==> src/rtl/icache_resp_unit.sv <==
// Fetch-side ICache responder: accepts fetch-pair requests, forwards them to an in-order memory port
// and returns one data_ok per accepted request. Optional line buffer under ICACHE_RESP_LINEBUF_EN.
module icache_resp_unit #(
  parameter int unsigned DEPTH = 4,
  parameter int unsigned CNT_W = $clog2(DEPTH) + 1
) (
  input  logic        clk,
  input  logic        reset,
  input  logic        req,
  input  logic [31:0] addr,
  output logic        addr_ok,
  output logic        data_ok,
  output logic [31:0] rdata1,
  output logic [31:0] rdata2,
  output logic        mem_req,
  output logic [31:0] mem_addr,
  input  logic        mem_gnt,
  input  logic        mem_rvalid,
  input  logic [63:0] mem_rdata
);

  typedef enum logic [1:0] {ST_EMPTY, ST_PARTIAL, ST_FULL} state_t;

  state_t            state_q, state_d;
  logic [CNT_W-1:0]  count_q, count_d;
  logic              not_full_c, empty_c;
  logic              hit_c, mem_acc_c, rvalid_ok_c, proto_err_c;
  logic [63:0]       resp_data_c;
  logic [2:0]        unused_addr_bits;

  assign unused_addr_bits = addr[2:0];

  // State register
  always_ff @(posedge clk) begin
    if (reset) begin
      state_q <= ST_EMPTY;
      count_q <= '0;
    end else begin
      state_q <= state_d;
      count_q <= count_d;
    end
  end

  // Next state follows the next outstanding count
  always_comb begin
    count_d = count_q + CNT_W'(mem_acc_c) - CNT_W'(rvalid_ok_c);
    state_d = ST_PARTIAL;
    if (count_d == '0)
      state_d = ST_EMPTY;
    else if (count_d == CNT_W'(DEPTH))
      state_d = ST_FULL;
  end

  // Output decode of the occupancy state
  always_comb begin
    not_full_c = 1'b1;
    empty_c    = 1'b0;
    case (state_q)
      ST_EMPTY: empty_c    = 1'b1;
      ST_FULL:  not_full_c = 1'b0;
      default:  ;
    endcase
  end

  assign mem_req     = !reset && req && not_full_c && !hit_c;
  assign mem_acc_c   = mem_req && mem_gnt;
  assign addr_ok     = mem_acc_c || hit_c;
  assign mem_addr    = {addr[31:3], 3'b000};
  assign rvalid_ok_c = !reset && mem_rvalid && !empty_c;
  assign proto_err_c = !reset && mem_rvalid && empty_c;

`ifdef ICACHE_RESP_LINEBUF_EN
  localparam int unsigned PTR_W = $clog2(DEPTH);

  logic [28:0]      tag_fifo [DEPTH];
  logic [PTR_W-1:0] wr_ptr_q, rd_ptr_q;
  logic             lb_valid_q;
  logic [28:0]      lb_tag_q;
  logic [63:0]      lb_data_q;

  assign hit_c       = !reset && req && empty_c && lb_valid_q && (lb_tag_q == addr[31:3]);
  assign resp_data_c = hit_c ? lb_data_q : mem_rdata;

  // Address FIFO tracks which request each in-order return belongs to
  always_ff @(posedge clk) begin
    if (reset) begin
      wr_ptr_q   <= '0;
      rd_ptr_q   <= '0;
      lb_valid_q <= 1'b0;
      lb_tag_q   <= '0;
      lb_data_q  <= '0;
    end else begin
      if (mem_acc_c) begin
        tag_fifo[wr_ptr_q] <= addr[31:3];
        wr_ptr_q           <= wr_ptr_q + PTR_W'(1);
      end
      if (rvalid_ok_c) begin
        rd_ptr_q   <= rd_ptr_q + PTR_W'(1);
        lb_valid_q <= 1'b1;
        lb_tag_q   <= tag_fifo[rd_ptr_q];
        lb_data_q  <= mem_rdata;
      end
    end
  end
`else
  assign hit_c       = 1'b0;
  assign resp_data_c = mem_rdata;
`endif

  // Response register, one cycle after the return (or a buffer hit)
  always_ff @(posedge clk) begin
    if (reset) begin
      data_ok <= 1'b0;
      rdata1  <= '0;
      rdata2  <= '0;
    end else begin
      data_ok <= rvalid_ok_c || hit_c;
      if (rvalid_ok_c || hit_c) begin
        rdata1 <= resp_data_c[31:0];
        rdata2 <= resp_data_c[63:32];
      end
    end
  end

  // A return with nothing outstanding is dropped; flag it in simulation
  always_ff @(posedge clk) begin
    if (!reset)
      assert (!proto_err_c)
        else $warning("icache_resp_unit: mem_rvalid with no outstanding request ignored");
  end

endmodule
==> config.mk <==
export PLATFORM = sky130hd
export DESIGN_NAME = icache_resp_unit
export DESIGN_NICKNAME = d
export VERILOG_FILES = /design/src/rtl/icache_resp_unit.sv
export SDC_FILE = /design/constraint.sdc
export NUM_CORES = 1
export LEC_CHECK = 0
export ABC_AREA = 0
export CAP_MARGIN = 15
export CORE_MARGIN = 1.5
export CORE_UTILIZATION = 42
export CTS_BUF_LIST = sky130_fd_sc_hd__clkbuf_8
export CTS_CLUSTER_SIZE = 16
export DETAILED_ROUTE_END_ITERATION = 16
export GPL_TIMING_DRIVEN = 0
export PLACE_DENSITY = 0.94
export SLEW_MARGIN = 20
export SYNTH_ARGS = -nofsm -noshare
export SYNTH_HDL_FRONTEND = slang
export SYNTH_SLANG_ARGS = --single-unit
==> constraint.sdc <==
create_clock -name clk -period 7.9 [get_ports clk]
set_clock_uncertainty 0.05 [all_clocks]
set_input_delay 1.58 -clock clk [delete_from_list [all_inputs] [get_ports clk]]
set_output_delay 1.58 -clock clk [all_outputs]
set_load 0.01 [all_outputs]
==> impl_metrics.json, run 1 <==
{
  "num_rows": 32,
  "async_flop_share_pct": 0,
  "cts_setup_buffers": 0,
  "synth_xor_area_share_pct": 0.669,
  "slew_viol_final": 0,
  "h-tree-depth": 3,
  "overflow": 0,
  "p_clk_share_pct": 20.3,
  "drv_cap": 0,
  "mostFrequentLayoutCell": "clkdlybuf4s50_1",
  "path_cells": "buf_2, clkbuf_1, nor4bb_1, clkdlybuf4s50_1",
  "core_um2": 7730,
  "hpwlAfterDp_um": 6490,
  "final_nets": 617,
  "ys_types": 19,
  "avgSynthCellArea_um2": 9.99,
  "ys_warn_count": 0,
  "crit_path_end_kind": "output pin",
  "port_buffers": 163,
  "synth_mux_area_share_pct": 19.0,
  "synth_top_family_by_area": "simple AND/OR/NAND/NOR gates",
  "firstDrtPassIters": 4,
  "cts_hold_buf": 0,
  "use_met2_pct": 34.1,
  "n_antenna_cell": 0,
  "power.switching_w": 0.000373,
  "critPathMaxStageDelay_ns": 0.62,
  "period_needed_ns": 4.68,
  "pwr-share-comb_pct": 41.4,
  "met3_usage_pct": 5.67,
  "internal_power_w": 0.000881,
  "die_w_um": 92.5,
  "reg2reg_depth": 11,
  "grt.busiest_layer": "met2",
  "place.gp.congestion": 0.674,
  "fmax_mhz": 214,
  "syn_inst": 337,
  "grtUsageTotal_pct": 19.0,
  "synth_edf_count": 0,
  "drc": 0,
  "crit_fanout": 10,
  "p_leak_nw": 1.99,
  "clock-root-buffer": "clkbuf_8",
  "num-fill-cells": 591,
  "die_area_um2": 8560,
  "cts_max_path_buffers": 2,
  "grt_use_met1_pct": 21.7,
  "cts_tree": "built",
  "synth_compound_area_share_pct": 0.372,
  "synth_area_um2": 3370,
  "startpoint_type": "input port",
  "min_from": "rdata1[31]$_SDFFE_PP0P_",
  "cp.arrival_ns": 3.05,
  "numClockSinks": 70,
  "multi_input_area_um2": 1590,
  "status": "completed",
  "setup.worst_path.end": "addr_ok",
  "seq_area_um2": 1400,
  "yosysSeqAreaShare_pct": 41.6,
  "synth_ff_type": "dfxtp_1",
  "clkLatencyLatePin_ns": 0.32,
  "cts_made_buffers": 9,
  "post-route-util_pct": 68.7,
  "rrSetupSlack_ns": 5.37,
  "worstReg2RegEnd": "state_q[1]$_SDFF_PP0_",
  "min_path_type": "flop to flop",
  "required_ns": 6.27,
  "path_clk_slew_ns": 0.07,
  "swShare_pct": 29.8,
  "r2r-start": "state_q[1]$_SDFF_PP0_",
  "area_growth_pct": 57.6,
  "p_per_area_nw_per_um2": 236,
  "finalCritPeriodShare_pct": 59.3,
  "drt_iter0_drc": 34,
  "tns_ns": 0,
  "synthAdderAreaFrac_pct": 1.34,
  "peakVddDrop_mv": 0.117,
  "post_drt_wl_per_cell_um": 13.3,
  "grt_max_degree": 11,
  "synth-simple-area-share_pct": 25.5,
  "ctsResizeCount": 0,
  "drive_gt1_share_pct": 10.5,
  "cpMaxStageDelayCell": "clkdlybuf4s50_1",
  "seqPwrFrac_pct": 38.3,
  "hold_viol": 0,
  "io_pins": 200,
  "rsz0062_at_grt": "false",
  "antenna_found_initial": 0,
  "setup_violations": 0,
  "crit_start": "reset",
  "grt_pass1_wl_um": 13000,
  "vias_per_cell": 4.47,
  "via_count": 2765,
  "ys_ff_latch": 70,
  "wirelength_um": 8190,
  "layout_common_cells": "clkdlybuf4s50_1, nand2b_1, dfxtp_1",
  "detail-route-antenna-nets": 0,
  "die_y_um": 92.5,
  "crit_type": "input port to output pin",
  "first_global_vias": 2853,
  "start_util_pct": 43.6
}
## power by group through the flow
stage | sequential (W) | clock, W | combinational, W
6_report | 0.000481 | 0.000255 | 0.000519
5_1_grt | 0.000491 | 0.000277 | 0.000557
4_1_cts | 0.000481 | 0.000262 | 0.000526
3_5_place_dp | 0.000489 | 0 | 0.000525
3_3_place_gp | 0.000484 | 0 | 0.000512
2_1_floorplan | 0.000518 | 0 | 0.000251
## Yosys cell counts, types with 2 or more instances
| cell | count | area share, % |
|---|---|---|
| nor2_1 | 3 | 0.33 |
| buf_2 | 4 | 0.59 |
| nand2b_1 | 128 | 24 |
| inv_1 | 4 | 0.45 |
| ha_1 | 2 | 0.74 |
| buf_6 | 5 | 1.7 |
| mux2i_1 | 64 | 19 |
| dfxtp_1 | 70 | 42 |
| nor2b_1 | 3 | 0.56 |
| buf_4 | 32 | 7.1 |
| clkbuf_1 | 14 | 1.6 |
## worst min-delay path by stage
stage	endpoint	slack (ns)	cells after the start
floorplan	rdata1[0]$_SDFFE_PP0P_	0.44	2
detailed placement	rdata1[31]$_SDFFE_PP0P_	0.42	2
finish	rdata1[31]$_SDFFE_PP0P_	0.42	2
global placement	rdata2[1]$_SDFFE_PP0P_	0.41	2
CTS	rdata1[15]$_SDFFE_PP0P_	0.43	2
global route	rdata1[31]$_SDFFE_PP0P_	0.44	2
## critical path, delay by kind of cell
kind | cells | cell delay (ns)
buf+inv | 3 | 1.01
simple gates | 1 | 0.46
## metrics by stage
stage,total power (W),instance area [µm²],setup WS (ns),hold slack (ns),std cells
after floorplan,0.000769,3370,3.82,0.443,339
after global placement,0.000996,5130,3.20,0.406,604
after global routing,0.00132,5310,3.11,0.440,618
final,0.00125,5310,3.22,0.422,618
after detailed placement,0.00101,5130,3.21,0.417,604
after CTS,0.00127,5310,3.20,0.426,618
## routing by layer
layer / part of all wire, % / up-vias
met3: 9.2 / 4
met5: 0 / -
li1: - / 1386
met1: 41 / 1258
met4: 0.68 / 0
met2: 49 / 117
## registers in the layout, summed over array words and instances, names as in the netlist
signal,flops
rdata2,32
count_q,3
rdata1,32
data_ok,1
state_q,2
## cells by family (layout without fill, tap and decap cells)
logic type	Yosys count	count (layout)
simple gates	137	137
other cells	1	3
xor+xnor	1	1
flops	70	70
mux	64	64
compound gates	2	2
buf+inv	59	236
fa+ha+maj	3	3
## final cells by class
class,instances,area share (%)
well taps,102,2.40
plain buffers,55,6.95
clock inverters,2,0.165
multi-input cells,210,29.9
flip-flops and latches,70,26.4
inverters,4,0.283
repair buffers,163,30.7
clock buffers,12,3.11
(Power assumes the default switching activity.)
==> run 2, diff against run 1 <==
Settings changed: CORE_UTILIZATION 42 to 39, PLACE_DENSITY 0.94 to 0.89.
Clock period 7.9 ns to 4.4 ns, I/O delays scaled along.
==> impl_metrics.json, run 2 (synthesis gave the netlist of run 1 again) <==
{
  "first_global_vias": 2796,
  "min_from": "rdata2[22]$_SDFFE_PP0P_",
  "peakVddDrop_mv": 0.268,
  "h-tree-depth": 3,
  "cts_made_buffers": 9,
  "pre_cts_ws_ns": 0.781,
  "ctsResizeCount": 0,
  "cts_tree": "built",
  "period_needed_ns": 3.28,
  "firstDrtPassIters": 4,
  "min_path_cells": 2,
  "clock-root-buffer": "clkbuf_8",
  "critical-path-top-delay-family": "buffers and inverters",
  "hpwlAfterDp_um": 6460,
  "p_per_area_nw_per_um2": 460,
  "io_pins": 200,
  "min_path_type": "flop to flop",
  "critPathMaxStageDelay_ns": 0.46,
  "overflow": 0,
  "grt_pass1_wl_um": 12300,
  "path_cells": "clkdlybuf4s50_1, o21a_1, clkbuf_1, buf_6, nor2b_1, ha_1, inv_1, ha_1, inv_1, fa_1, xnor3_1, nor4b_1",
  "wirelength_um": 8330,
  "crit_fanout": 10,
  "drv_cap": 0,
  "cpMaxStageDelayCell": "clkdlybuf4s50_1",
  "detail-route-antenna-nets": 0,
  "place.gp.congestion": 0.710,
  "crit_path_end_kind": "flop",
  "clkLatencyLatePin_ns": 0.33,
  "finalCritPeriodShare_pct": 74.6,
  "core_um2": 8300,
  "status": "completed",
  "layout_common_cells": "clkdlybuf4s50_1, nand2b_1, dfxtp_1",
  "setup_violations": 0,
  "reg2reg_depth": 11,
  "hold_viol": 0,
  "critical_path_buf_inv_count": 5,
  "required_ns": 4.58,
  "path_clk_slew_ns": 0.07,
  "n_antenna_cell": 0,
  "rsz0062_at_grt": "false",
  "grtUsageTotal_pct": 17.4,
  "drc": 0,
  "die_y_um": 95.9,
  "worstReg2RegEnd": "state_q[1]$_SDFF_PP0_",
  "via_count": 2817,
  "r2r-start": "state_q[1]$_SDFF_PP0_",
  "grt_max_degree": 13,
  "place_inst": 607,
  "tns_ns": 0,
  "vias_per_cell": 4.52,
  "cts_setup_buffers": 0,
  "final_nets": 617,
  "port_buffers": 163,
  "largestRegisters": "rdata1 (32), rdata2 (32), count_q (3)",
  "start_util_pct": 40.6,
  "drive_gt1_share_pct": 11.0,
  "num_rows": 33,
  "cp.arrival_ns": 3.46,
  "die_w_um": 95.9,
  "slew_viol_final": 0,
  "rrSetupSlack_ns": 1.79,
  "startpoint_type": "input port",
  "layout_setup_ws_ns": 1.12,
  "fin_cells": 623,
  "cts_max_path_buffers": 2,
  "antenna_found_initial": 0,
  "mostFrequentLayoutCell": "clkdlybuf4s50_1",
  "cts_hold_buf": 0,
  "crit_type": "input port to flop",
  "drt_iter0_drc": 53,
  "die_area_um2": 9200,
  "whs_endpoint": "rdata2[22]$_SDFFE_PP0P_",
  "numClockSinks": 70,
  "post_drt_wl_per_cell_um": 13.4,
  "area_growth_pct": 60.6,
  "finalPower_w": 0.00249,
  "p_leak_nw": 2.03,
  "num-fill-cells": 671,
  "whs_ns": 0.425,
  "fmax_mhz": 305
}
## run 2: worst max-delay path by stage
stage / slack, ns / startpoint / end / cells after the start
final: 1.12 / mem_rvalid / state_q[1]$_SDFF_PP0_ / 12
after global routing: 0.96 / mem_rvalid / state_q[1]$_SDFF_PP0_ / 12
after CTS: 1.10 / mem_rvalid / state_q[1]$_SDFF_PP0_ / 12
after detailed placement: 0.78 / mem_rvalid / state_q[1]$_SDFF_PP0_ / 12
after global placement: 0.88 / mem_rvalid / state_q[1]$_SDFF_PP0_ / 12
after floorplan: 1.30 / reset / state_q[1]$_SDFF_PP0_ / 8
## run 2: layout make-up
class,count,area (µm²),area share (%)
timing repair buffer,163,1630,30.2
sequential,70,1400,25.9
multi-input combinational,210,1590,29.4
clock buffer,10,138,2.55
buffer,55,369,6.83
inverter,4,15.0,0.278
clock inverter,6,133,2.45
tap,105,131,2.43
## run 2: through the flow
stage / instance area, µm² / util (%)
6_report: 5410 / 65.2
5_1_grt: 5410 / 65.2
4_1_cts: 5410 / 65.2
3_5_place_dp: 5140 / 61.9
3_3_place_gp: 5140 / 61.9
2_1_floorplan: 3370 / -
## run 2: where the power goes
group	switching, W	internal [W]
sequential	0.0000812	0.000785
clock	0.000238	0.000448
combinational	0.000377	0.000555
## run 2: worst min-delay path: cells and delay by family, from the launching register on
kind             cells  cell delay (ns)
DFF                  1             0.32
and+or+nand+nor      1             0.06
muxes                1             0.05
## run 2: metal layers
metal  track usage, %  share of wire, %
met4             5.39              0.84
met3             7.42                10
met2             32.5                51
met1             17.1                38
met5                0                 0
